File: src/rtl/btn_updown_counter.sv
// Button-driven up/down counter for the 7-segment display path.
// Two raw active-low push buttons are synchronised and debounced. Each
// press gives one step, and holding a button auto-repeats. The count is
// bounded to [MIN, MAX], either wrapping or saturating at the limits, and
// can be overwritten through a clamped synchronous load.
//
// state  | meaning
// -------+--------------------------------------------------------------
// IDLE   | no single button held; waits for exactly one press
// HOLD   | one button held; timer runs towards the first auto-repeat
// REPEAT | still held; a step is issued every REPEAT_PERIOD cycles
module btn_updown_counter #(
    parameter int               WIDTH         = 16,
    parameter logic [WIDTH-1:0] INIT          = 16'h05EC,
    parameter logic [WIDTH-1:0] MIN           = '0,
    parameter logic [WIDTH-1:0] MAX           = {WIDTH{1'b1}},
    parameter bit               WRAP          = 1'b1,
    parameter int               DEB_CYCLES    = 500000,
    parameter int               REPEAT_DELAY  = 25000000,
    parameter int               REPEAT_PERIOD = 5000000
) (
    input  logic             clk,
    input  logic             reset,
    input  logic             btn_up,
    input  logic             btn_down,
    input  logic             load,
    input  logic [WIDTH-1:0] load_value,
    output logic [WIDTH-1:0] count,
    output logic             step_up,
    output logic             step_down,
    output logic             at_max,
    output logic             at_min
);

    localparam int DEB_W   = $clog2(DEB_CYCLES + 1);
    localparam int TMR_MAX = (REPEAT_DELAY > REPEAT_PERIOD) ? REPEAT_DELAY : REPEAT_PERIOD;
    localparam int TMR_W   = $clog2(TMR_MAX + 1);

    localparam logic [DEB_W-1:0] DEB_LAST = DEB_W'(DEB_CYCLES - 1);
    localparam logic [TMR_W-1:0] RD_LAST  = TMR_W'(REPEAT_DELAY - 1);
    localparam logic [TMR_W-1:0] RP_LAST  = TMR_W'(REPEAT_PERIOD - 1);

    localparam logic [1:0] S_IDLE   = 2'd0;
    localparam logic [1:0] S_HOLD   = 2'd1;
    localparam logic [1:0] S_REPEAT = 2'd2;

    // Index 0 carries the up button, index 1 the down button.
    logic             rst_n;
    logic [1:0]       sync1;
    logic [1:0]       sync2;
    logic [1:0]       deb;
    logic [DEB_W-1:0] deb_cnt [2];

    logic [1:0]       state, state_nxt;
    logic             held_down, dir_nxt;
    logic [TMR_W-1:0] timer, timer_nxt;
    logic             req, req_up, req_dn;
    logic             press_up, press_dn, held_ok;

    // Internal reset: asserts immediately, releases on the next clk edge
    always_ff @(posedge clk or negedge reset) begin
        if (!reset) rst_n <= 1'b0;
        else        rst_n <= 1'b1;
    end

    // Two-flop synchronisers for the asynchronous buttons
    always_ff @(posedge clk or negedge rst_n) begin
        if (!rst_n) begin
            sync1 <= '1;
            sync2 <= '1;
        end else begin
            sync1 <= {btn_down, btn_up};
            sync2 <= sync1;
        end
    end

    // Debounce: accept a new level only after DEB_CYCLES differing samples
    always_ff @(posedge clk or negedge rst_n) begin
        if (!rst_n) begin
            deb        <= '1;
            deb_cnt[0] <= '0;
            deb_cnt[1] <= '0;
        end else begin
            for (int i = 0; i < 2; i++) begin
                if (sync2[i] == deb[i]) begin
                    deb_cnt[i] <= '0;
                end else if (deb_cnt[i] == DEB_LAST) begin
                    deb[i]     <= sync2[i];
                    deb_cnt[i] <= '0;
                end else begin
                    deb_cnt[i] <= deb_cnt[i] + DEB_W'(1);
                end
            end
        end
    end

    assign press_up = ~deb[0];
    assign press_dn = ~deb[1];
    // The hold survives only while the held button is the sole one pressed.
    assign held_ok  = held_down ? (press_dn & ~press_up) : (press_up & ~press_dn);

    // Step FSM next state, repeat timer and step request
    always_comb begin
        state_nxt = state;
        timer_nxt = timer + TMR_W'(1);
        dir_nxt   = held_down;
        req       = 1'b0;
        case (state)
            S_IDLE: begin
                timer_nxt = '0;
                if (press_up ^ press_dn) begin
                    state_nxt = S_HOLD;
                    dir_nxt   = press_dn;
                    req       = 1'b1;
                end
            end
            S_HOLD: begin
                if (!held_ok) begin
                    state_nxt = S_IDLE;
                    timer_nxt = '0;
                end else if (timer == RD_LAST) begin
                    state_nxt = S_REPEAT;
                    timer_nxt = '0;
                    req       = 1'b1;
                end
            end
            S_REPEAT: begin
                if (!held_ok) begin
                    state_nxt = S_IDLE;
                    timer_nxt = '0;
                end else if (timer == RP_LAST) begin
                    timer_nxt = '0;
                    req       = 1'b1;
                end
            end
            default: begin
                state_nxt = S_IDLE;
                timer_nxt = '0;
            end
        endcase
        req_up = req & ~dir_nxt;
        req_dn = req & dir_nxt;
    end

    // Step FSM registers
    always_ff @(posedge clk or negedge rst_n) begin
        if (!rst_n) begin
            state     <= S_IDLE;
            timer     <= '0;
            held_down <= 1'b0;
        end else begin
            state     <= state_nxt;
            timer     <= timer_nxt;
            held_down <= dir_nxt;
        end
    end

    // Counter: a load wins over a step, and a saturated step gives no pulse
    always_ff @(posedge clk or negedge rst_n) begin
        if (!rst_n) begin
            count     <= INIT;
            step_up   <= 1'b0;
            step_down <= 1'b0;
        end else begin
            step_up   <= 1'b0;
            step_down <= 1'b0;
            if (load) begin
                if (load_value <= MIN)      count <= MIN;
                else if (load_value >= MAX) count <= MAX;
                else                        count <= load_value;
            end else if (req_up) begin
                if (count == MAX) begin
                    if (WRAP) begin
                        count   <= MIN;
                        step_up <= 1'b1;
                    end
                end else begin
                    count   <= count + WIDTH'(1);
                    step_up <= 1'b1;
                end
            end else if (req_dn) begin
                if (count == MIN) begin
                    if (WRAP) begin
                        count     <= MAX;
                        step_down <= 1'b1;
                    end
                end else begin
                    count     <= count - WIDTH'(1);
                    step_down <= 1'b1;
                end
            end
        end
    end

    assign at_max = (count == MAX);
    assign at_min = (count == MIN);

endmodule

File: config.mk
export PLATFORM = sky130hd
export DESIGN_NAME = btn_updown_counter
export DESIGN_NICKNAME = d
export VERILOG_FILES = /design/src/rtl/btn_updown_counter.sv
export SDC_FILE = /design/constraint.sdc
export NUM_CORES = 1
export LEC_CHECK = 0
export ABC_AREA = 1
export CAP_MARGIN = 40
export CORE_MARGIN = 2
export CORE_UTILIZATION = 30
export CTS_CLUSTER_SIZE = 24
export DETAILED_ROUTE_END_ITERATION = 16
export DONT_BUFFER_PORTS = 1
export PLACE_DENSITY_LB_ADDON = 0.2
export SKIP_LAST_GASP = 1
export SYNTH_ARGS = -nofsm -noshare
export SYNTH_HDL_FRONTEND = slang
export SYNTH_SLANG_ARGS = --single-unit
File: constraint.sdc
create_clock -name clk -period 2.9 [get_ports clk]
set_clock_uncertainty 0.1 [all_clocks]
set_input_delay 0.145 -clock clk [delete_from_list [all_inputs] [get_ports clk]]
set_output_delay 0.145 -clock clk [all_outputs]
set_load 0.05 [all_outputs]
* Word-level counts from Yosys, hierarchy flattened
Index checks and enable logic that the tools add are counted.
Widths: inputs -> output; s select.
** Operators by class
- Add/subtract/negate cells :: 5
- Order comparisons :: 2
- Equality and inequality tests :: 12
- Mux-type cells :: 35
- Bitwise operators :: 10
- Reduce and logical (&&, ||, !) cells :: 6
** Operator list (number)
- $mux 16 :: 7
- $mux 25 :: 4
- $mux 19 :: 4
- $pmux 25 s2 :: 1
- $add 19x1->19 const B :: 2
- $eq 19x19->1 const B :: 2
- $add 25x1->25 const B :: 1
- $eq 25x23->1 const B :: 1
- $eq 25x25->1 const B :: 1
- $add 16x1->16 const B :: 1
- $eq 16x16->1 const B :: 1
- $ge 16x16->1 const B :: 1
- $le 16x1->1 const B :: 1
- $logic_not 16->1 :: 1
- $sub 16x1->16 const B :: 1
- $mux 1 :: 13
- $mux 2 :: 4
- $pmux 2 s3 :: 1
- $not 1->1 :: 5
- $and 1x1->1 :: 4
- $ne 2x2->1 const B :: 2
- $reduce_and 2->1 :: 2
- $ne 3x3->1 const B :: 1
- $pmux 1 s3 :: 1
- 7 further kinds :: 8
** Word-level totals
- Flip-flop bits (word level) :: 91
- Input bits :: 21
- Output and inout bits :: 20

* Longest topological paths before layout
Gate-level depths: netlist of run 1.
- Depth in word-level cells :: 9
- Depth in mapped cells :: 14

* Worst setup path before layout of run 1
OpenSTA, ideal clock, no wires.
- Kind :: register to register
- From :: register count[0]
- To :: register count[0]
- Setup time :: 0.126 ns
- Arrival :: 2.251 ns
- Data required time :: 2.674 ns
- Setup slack :: 0.423 ns
- Stages on the path, launching flop included :: 11
- Path buffers :: 0
- Cells stage by stage :: dfrtp_1 -> ha_1 -> nand3_1 -> nor2_1 -> nand2_1 -> nor2_1 -> nand4_1 -> inv_1 -> nor2_1 -> o21ai_0 -> a21oi_1
** Between the ends
- Elaborated cells between the ends (all ways) :: 9
** RTL lines
- start, declared :: line 28 : output logic [WIDTH-1:0] count,
- start signal, assigned :: line 170 : else count <= load_value;
- start signal, assigned :: line 178 : count <= count + WIDTH'(1);
- start signal, assigned :: line 188 : count <= count - WIDTH'(1);
- $eq 16x16->1
- named net at_max :: line 31 : output logic at_max,
- $mux 16 :: line 172 : if (count == MAX) begin
- $mux 16 :: line 171 : end else if (req_up) begin
- $mux 16 :: line 167 : if (load) begin
The timed path passes the listed nets, and every way through them passes these cells. The select of a mux whose other input is x is not followed.
A chain may end at the register's enable or synchronous reset.

* Final worst setup path of run 1
- From :: register count[3]
- To :: output at_max
** Between the ends
- Longest elaborated chain between the ends :: 1
** Ends and longest elaborated chain
- $eq 16x16->1 :: line 195 : assign at_max = (count == MAX);
- end, declared :: line 31
No other way between the ends.

==> metrics.csv, run 1 <==
metric,value,unit
status,finished clean,
IO Count,41,
CP Capture Type,output pin,
Syn Nets,791,
Die Ht,142.1,um
grt total ovfl,0,
Chip Width,142.1,um
post-synthesis adder-cell area fraction,2.623,%
most frequent cells in the layout,"nand2_1, nor2_1, inv_1",
CP Launch Type,register,
Total Routing Usage GR,14.89,%
Layout area overhead,15.58,%
Ant. Diodes,0,
initial core utilization,30.60,%
setup TNS,0,ns
Synth Flop Type,dfrtp_1,
clk slew on worst S/H paths,0.07,ns
Post-layout nets,821,
MaxCap Viol Count,0,
"area leader, netlist",dfrtp_1,
CP Class,register to output pin,
VDD IR max,0.0002088,V
synth unique cells,46,
Setup Viol. Count Final,0,
DR WL/cell,13.78,um
post-synthesis sequential area ratio,40.07,%
vias in the first global route,4741,
"commonest non-fill, non-tap cell in the layout",nand2_1,
CTS tree,yes,
Max-slew headroom,57.52,%
simple-gate share of the synthesized area,33.75,%
XOR/XNOR share of the synthesized area,5.202,%
largest net degree at the start of global routing,47,
period utilization,88.93,%
layout cells sized above 1,11.48,%
first-pass GRT wire length,24000,um
DR vias,4905,
worst endpoint required time,2.65,ns
Util after Layout,35.37,%
DRC,0,
GPL Wtd Cong,0.8318,
Seq. cell area,2297,sq um
Crit path arrival time,2.33,ns
Post-synth EDFFs,0,
largest cells by area after synthesis,"dfrtp_1, nand2_1, nor2_1, dfstp_2, inv_1",
vias per cell,4.776,
unrepaired setup endpoints after global routing,no,
class of the worst hold path,input pin to register,
syn avg cell area,7.552,sq um
post-synthesis mux area share,3.016,%
clock latency on the worst-skew pair,0.35,ns
max frequency,387.7,MHz
leak pwr,2.975,nW
detailed placement HPWL,10290,um
Post-Syn Area,5724,sq um
total CTS buffers,9,
post_cts resized,0,
routed wire length,14160,um
PortBufs,0,
Synth async-reset ratio,100.0,%
number of synthesis warnings,0,
power per cell area,473.4,nW/um^2
fill count,1946,
DRT iter0 DRCs,375,
Synth top area share,34.10,%
multi-input logic area,2963,sq um
maximum clock path buffer count,2,
Core ar.,18710,sq um
Synth Register Bits,91,
Pins Over Slew Limit,0,
CTS H-tree lvls,3,
compound-gate portion of the synthesized area,7.016,%
Worst Path Max Fanout,9,
largest family of logic cells by synthesized area,simple AND/OR/NAND/NOR gates,
DRT Pass-1 Iters,5,
Routed Antenna Nets,0,
clock root buffer,clkbuf_16,
Core Rows,50,
DIE AREA,20200,sq um
clock sinks,91,
Cells after Synth,758,
Final min period,2.579,ns
initial antenna violation count,0,
actual slew at the worst max-slew pin,0.6372,ns
Fin. Hold Viols,0,
[metrics by stage]
step	instance area, sq um	instances	total power [mW]	setup WS [ns]	hold WS, ns
after floorplan	5724	758	1.698	0.07040	-0.2506
after global placement	6066	990	1.803	0.4867	-0.2505
after detailed placement	6066	990	1.798	0.4813	-0.2505
after CTS	6601	1026	3.177	0.3098	0.01658
after global routing	6616	1027	3.288	0.08726	0.002377
final	6616	1027	3.132	0.3209	0.004371
[per-layer routing]
layer	track usage, %	wire length (um)	vias up
li1	-	-	2536
met1	20.90	7019	2268
met2	22.76	6319	83
met3	2.927	573	18
met4	5.421	242	0
met5	0	0	-
[where the power goes]
| group | internal [mW] | switching, mW | total, mW |
|---|---|---|---|
| combinational | 0.137 | 0.252 | 0.390 |
| sequential | 1.31 | 0.0997 | 1.41 |
| clock | 0.808 | 0.521 | 1.33 |
| total | 2.26 | 0.873 | 3.13 |
[registers in the layout, indices dropped and copies added, names as in the netlist]
| signal | flops |
|---|---|
| held_down | 1 |
| step_down | 1 |
| deb_cnt | 38 |
| state | 2 |
| rst_n | 1 |
| timer | 25 |
| sync2 | 2 |
| count | 16 |
| sync1 | 2 |
| deb | 2 |
| step_up | 1 |
[critical path, cell delays in order (launching register included)]
cell	delay, ns
dfstp_2	0.80
nand3_1	0.18
nor2_1	0.14
nand2_1	0.12
nor2_1	0.24
nand4_1	0.15
inv_1	0.15
buf_4	0.22
[logic make-up after synthesis]
group / after synthesis
compound gates: 76
xor+xnor: 34
fa+ha+maj: 12
buf+inv: 116
flops: 91
mux: 17
other cells: 1
simple gates: 411
[layout make-up]
class | count | share of cell area (%)
inverter | 95 | 5.408
multi-input combinational | 551 | 44.78
tap | 234 | 4.425
clock inverter | 5 | 1.248
timing repair buffer | 40 | 5.598
sequential | 91 | 34.72
clock buffer | 11 | 3.820
[synth_stat cells, types with 4 or more instances]
master and n:
nand2_1 129, nand2_2 4, nand4_1 32, nor4_1 8, a21oi_1 49, dfrtp_1 78, inv_1 89, nor3b_1 4
dfstp_2 13, nand3_2 6, nor2_1 123, o21ai_0 18, nor3_1 25, xnor2_1 5, xor2_1 29, mux2i_1 15
buf_2 14, ha_1 12, nor2_2 11, nand3_1 52
[final timing paths]
kind / from / endpoint / slack (ns) / cells after the start
max: count[3]$_DFFE_PN1P_ / at_max / 0.32 / 7
min reg2reg: rst_n$_DFF_PN0_ / deb_cnt[19]$_DFF_PN0_ / 0.25 / 0
min: load_value[12] / count[12]$_DFFE_PN0P_ / 0.004 / 2
min in group asynchronous: rst_n$_DFF_PN0_ / deb_cnt[19]$_DFF_PN0_ / 0.25 / 0
max reg2reg: deb[0]$_DFFE_PN1P_ / count[12]$_DFFE_PN0P_ / 0.47 / 10
max in group asynchronous: rst_n$_DFF_PN0_ / sync1[0]$_DFF_PN1_ / 1.72 / 1
[repair_timing]
action                    CTS  global route
setup buffers               0             0
hold buffers               20             0
hold endpoints to repair   20             0
Power figures use the tool's default switching activity.
==> run 2: changes to the inputs <==
--- a/config.mk
+++ b/config.mk
@@ -12,7 +12,7 @@
 export CTS_CLUSTER_SIZE = 24
 export DETAILED_ROUTE_END_ITERATION = 16
 export DONT_BUFFER_PORTS = 1
-export PLACE_DENSITY_LB_ADDON = 0.2
+export PLACE_DENSITY = 0.56
 export SKIP_LAST_GASP = 1
 export SYNTH_ARGS = -nofsm -noshare
 export SYNTH_HDL_FRONTEND = slang
==> run 2 against run 1 <==
  * Cell count up 0.49%
  * Non-clock buffer count up 5
  * First-iteration DRC count up 18%
  * Sequential share of layout area down 0.15 points
  * Combinational power up 5.6%
  * Cell area up 0.43%
  * Global-route usage down 0.46 points
  * Largest cell class unchanged
==> metrics.csv, run 2 (synthesized netlist as in run 1, its figures left out) <==
metric,value,unit
most frequent cells in the layout,"nand2_1, nor2_1, inv_1",
CP Launch Type,register,
grt total ovfl,0,
first-pass GRT wire length,23400,um
CP Capture Type,output pin,
register with the most flip-flops,deb_cnt,
Max-slew headroom,58.70,%
Layout area overhead,16.09,%
DR vias,5000,
Chip Width,142.1,um
worst endpoint required time,2.65,ns
CTS H-tree lvls,3,
Util after Layout,35.53,%
Critical Path Source,count[6]$_DFFE_PN1P_,
Pins Over Slew Limit,0,
period utilization,88.07,%
RR Startpoint,deb[0]$_DFFE_PN1P_,
Die Ht,142.1,um
vias in the first global route,4702,
GPL Wtd Cong,0.8512,
Worst Path Max Fanout,11,
unrepaired setup endpoints after global routing,no,
initial antenna violation count,0,
status,finished clean,
largest registers,"deb_cnt: 38 flops, timer: 25 flops, count: 16 flops",
Largest register FFs,38,
IO Count,41,
maximum clock path buffer count,2,
Worst path slowest cell,dfstp_2,
leak pwr,2.986,nW
Crit path arrival time,2.31,ns
Core ar.,18710,sq um
DRC,0,
VDD IR max,0.0002045,V
clock root buffer,clkbuf_16,
max frequency,391.5,MHz
Worst Setup EP,at_max,
clock latency on the worst-skew pair,0.35,ns
detailed placement HPWL,10360,um
Hold WS,0.1601,ns
DR WL/cell,13.42,um
DIE AREA,20200,sq um
class of the worst hold path,input pin to register,
clock sinks,91,
DRT iter0 DRCs,442,
"slowest stage delay, CP",0.85,ns
"commonest non-fill, non-tap cell in the layout",nand2_1,
power per cell area,469.8,nW/um^2
Total Routing Usage GR,14.42,%
fin area,6645,sq um
crit path cell chain,nand2_1 > nor2_1 > inv_1 > nor2_1 > nand4_1 > inv_1 > buf_4,
Routed Antenna Nets,0,
vias per cell,4.845,
PortBufs,0,
largest net degree at the start of global routing,38,
dpl cell area,6083,sq um
Post-layout nets,826,
setup TNS,0,ns
Setup Viol. Count Final,0,
worst-case reg-to-reg path depth,10,
DRT Pass-1 Iters,5,
layout cells sized above 1,11.90,%
total CTS buffers,9,
CP Class,register to output pin,
"reg-to-reg slack, setup",0.49,ns
MaxCap Viol Count,0,
Fin. Hold Viols,0,
routed wire length,13850,um
CTS tree,yes,
Ant. Diodes,0,
initial core utilization,30.60,%
Core Rows,50,
clk slew on worst S/H paths,0.07,ns
RR Endpoint,count[6]$_DFFE_PN1P_,
actual slew at the worst max-slew pin,0.6143,ns
Final min period,2.554,ns
-- run 2: per-stage QoR --
stage	power [mW]	setup slack, ns	instances
CTS	3.162	0.3261	1031
detailed placement	1.801	0.5381	994
finish	3.122	0.3459	1032
floorplan	1.698	0.07040	758
global placement	1.803	0.5756	994
global route	3.272	0.1477	1032
-- run 2: cell type report --
class	count	area [sq um]
repair buffers	45	397.9
inverters	95	357.8
fillers	1950	12060
multi-input cells	551	2963
flip-flops and latches	91	2297
well taps	234	292.8
clock inverters	5	83.83
clock buffers	11	252.7
-- run 2: worst min-delay path by stage --
stage / from / to / slack, ns / cells past startpoint
after CTS: load / count[3]$_DFFE_PN1P_ / 0.14 / 3
after detailed placement: reset / rst_n$_DFF_PN0_ / -0.25 / 0
after floorplan: reset / rst_n$_DFF_PN0_ / -0.25 / 0
after global routing: load / count[5]$_DFFE_PN1P_ / 0.18 / 3
after global placement: reset / rst_n$_DFF_PN0_ / -0.25 / 0
final: load / count[2]$_DFFE_PN1P_ / 0.16 / 3
-- run 2: power by group --
part	switching [mW]	internal [mW]
Clock	0.507	0.805
Sequential	0.0835	1.31
Combinational	0.270	0.142
Total	0.860	2.26
-- run 2: layer usage --
| layer | wire, um | part of all wire, % | GRT usage (%) | vias to the layer above |
|---|---|---|---|---|
| met4 | 195 | 1.4 | 5.211 | 0 |
| met1 | 6528 | 47 | 19.22 | 2343 |
| li1 | - | - | - | 2534 |
| met5 | 0 | 0 | 0 | - |
| met3 | 840 | 6.1 | 4.071 | 11 |
| met2 | 6284 | 45 | 22.37 | 112 |
-- run 2: critical path: cells and delay by family, from the launching register on --
family                 cells  cell delay (ns)
AND/OR/NAND/NOR            4             0.70
flip-flops                 1             0.85
buffers and inverters      3             0.41
-- run 2: timing repair --
item | 4_1_cts | 5_1_grt
hold buffers | 21 | 0
endpoints found under the hold margin | 21 | 0
endpoints found under the setup margin | 0 | 0
buffers inserted | 0 | 0
gates resized for setup | 0 | 0
==> run 3: changes to the inputs <==
--- a/config.mk
+++ b/config.mk
@@ -12,6 +12,7 @@
 export CTS_CLUSTER_SIZE = 24
 export DETAILED_ROUTE_END_ITERATION = 16
 export DONT_BUFFER_PORTS = 1
+export GPL_TIMING_DRIVEN = 0
 export PLACE_DENSITY = 0.56
 export SKIP_LAST_GASP = 1
 export SYNTH_ARGS = -nofsm -noshare
==> run 3 against run 2 <==
  * Clock-buffer cell count rose by 1
  * Critical path depth stayed put
  * Worst setup slack got worse by 0.20 ns
  * Cell count down 0.19%
  * Utilization is 0.16 points lower
  * Sequential power up 4%
  * Global-route usage decreased by 0.29 points
  * Critical endpoint unchanged
  * Largest cell class unchanged
==> metrics.csv, run 3 (synthesized netlist as in run 1, its figures left out) <==
metric,value,unit
status,finished clean,
crit-path leading delay family,simple AND/OR/NAND/NOR gates,
DRT Pass-1 Iters,5,
GPL Wtd Cong,0.8859,
Max-slew headroom,53.91,%
PortBufs,0,
sequential power share,45.9,%
"commonest non-fill, non-tap cell in the layout",nand2_1,
initial core utilization,30.60,%
clock root buffer,clkbuf_16,
maximum clock path buffer count,2,
class of the worst hold path,input pin to register,
CTS H-tree lvls,3,
clk slew on worst S/H paths,0.07,ns
vias in the first global route,4654,
switching power total,0.8485,mW
Crit path arrival time,2.51,ns
Seq. cell area,2300,sq um
DRT iter0 DRCs,446,
leak pwr,2.952,nW
crit path cell chain,buf_2 > nand3_1 > nor2_1 > nand2_1 > nor2_1 > nand4_1 > clkinvlp_4,
Worst Path Max Fanout,9,
dpl cell area,6053,sq um
VDD IR max,0.0002519,V
DR vias,4966,
period utilization,94.91,%
Design Power,3.158,mW
Final min period,2.752,ns
Total Routing Usage GR,14.13,%
combinational power share,10.8,%
MaxCap Viol Count,0,
largest registers,"deb_cnt: 38 flops, timer: 25 flops, count: 16 flops",
Largest register FFs,38,
Core ar.,18710,sq um
multi-input logic area,2963,sq um
Worst Path Buf+Inv,2,
vias per cell,4.821,
fill count,1923,
CTS tree,yes,
Ant. Diodes,0,
Routed Antenna Nets,0,
Setup Viol. Count Final,0,
Power Internal,2.309,mW
most frequent cells in the layout,"nand2_1, nor2_1, inv_1",
clock latency on the worst-skew pair,0.34,ns
grt total ovfl,0,
routed wire length,13590,um
DR WL/cell,13.20,um
"slowest stage delay, CP",0.70,ns
Hold WS,0.03731,ns
Post-layout nets,824,
power per cell area,477.3,nW/um^2
fin area,6615,sq um
first-pass GRT wire length,23100,um
DRC,0,
initial antenna violation count,0,
Fin. Hold Viols,0,
total CTS buffers,9,
clock share of power,43.4,%
Worst path slowest cell,dfstp_2,
max frequency,363.3,MHz
actual slew at the worst max-slew pin,0.6914,ns
Die Ht,142.1,um
IO Count,41,
CP Launch Type,register,
Post-CTS Setup Bufs,0,
Sw Ratio,26.87,%
register with the most flip-flops,deb_cnt,
largest net degree at the start of global routing,60,
CP Capture Type,output pin,
Core Rows,50,
CP Class,register to output pin,
Layout area overhead,15.56,%
DIE AREA,20200,sq um
detailed placement HPWL,10100,um
Pins Over Slew Limit,0,
clock sinks,91,
setup TNS,0,ns
Chip Width,142.1,um
crit-path most repeated cell,nor2_1,
layout cells sized above 1,11.56,%
worst endpoint required time,2.65,ns
==> run 3: cell count changes in the layout (fill, tap and decap cells not counted), moves of 2 or more <==
| cell | previous run | this run |
|---|---|---|
| buf_6 | 0 | 2 |
| buf_2 | 0 | 13 |
| buf_4 | 23 | 2 |
| dfrtp_2 | 0 | 2 |
| dfrtp_1 | 77 | 75 |
| clkbuf_1 | 0 | 4 |
==> run 3: power by group through the flow <==
stage | Combinational [mW] | Clock, mW | Sequential [mW]
finish | 0.340 | 1.37 | 1.45
global route | 0.388 | 1.46 | 1.45
CTS | 0.339 | 1.40 | 1.45
detailed placement | 0.315 | 0 | 1.47
global placement | 0.294 | 0 | 1.49
floorplan | 0.236 | 0 | 1.46
==> run 3: cell type report <==
cell class	instances	area share, %
multi-input cells	551	44.79
flip-flops and latches	91	34.76
inverters	95	5.466
well taps	234	4.426
clock buffers	12	3.726
repair buffers	22	3.556
plain buffers	21	1.797
clock inverters	4	1.475
==> run 3: tightest hold or removal path, stage by stage <==
cell	delay, ns
inv_1	0.12
nand3_1	0.12
a21oi_1	0.05
==> run 3: repair_timing <==
| item | in CTS | in global routing |
|---|---|---|
| endpoints found under the hold margin | 19 | 0 |
| resized for setup | 1 | 5 |
| setup endpoints to repair | 2 | 2 |
| hold buffers | 20 | 0 |
==> run 3: routing by layer <==
layer / GRT usage, % / part of all wire [%] / wire length [um] / vias up
li1: - / - / - / 2538
met5: 0 / 0 / 0 / -
met3: 3.297 / 4.8 / 646 / 12
met2: 22.20 / 46 / 6248 / 78
met1: 19.40 / 48 / 6532 / 2338
met4: 4.158 / 1.2 / 165 / 0
==> run 3: per-stage QoR <==
stage	cells	util, %	setup slack (ns)
after floorplan	758	-	0.07040
after global placement	992	32.17	-1.192
after CTS	1029	35.28	0.01346
after global routing	1030	35.36	-0.0006826
after detailed placement	993	32.36	-0.03747
final	1030	35.36	0.1476
==> run 3: final timing paths <==
check | startpoint | end | slack, ns | depth (start not counted)
worst max-delay path | count[2]$_DFFE_PN1P_ | at_max | 0.15 | 7
worst min-delay path | load | count[13]$_DFFE_PN0P_ | 0.04 | 3
worst max register to register | count[2]$_DFFE_PN1P_ | count[0]$_DFFE_PN0P_ | 0.21 | 10
worst min register to register | rst_n$_DFF_PN0_ | deb_cnt[28]$_DFF_PN0_ | 0.19 | 0
max in group asynchronous | rst_n$_DFF_PN0_ | count[10]$_DFFE_PN1P_ | 1.82 | 1
min in group asynchronous | rst_n$_DFF_PN0_ | deb_cnt[28]$_DFF_PN0_ | 0.19 | 0
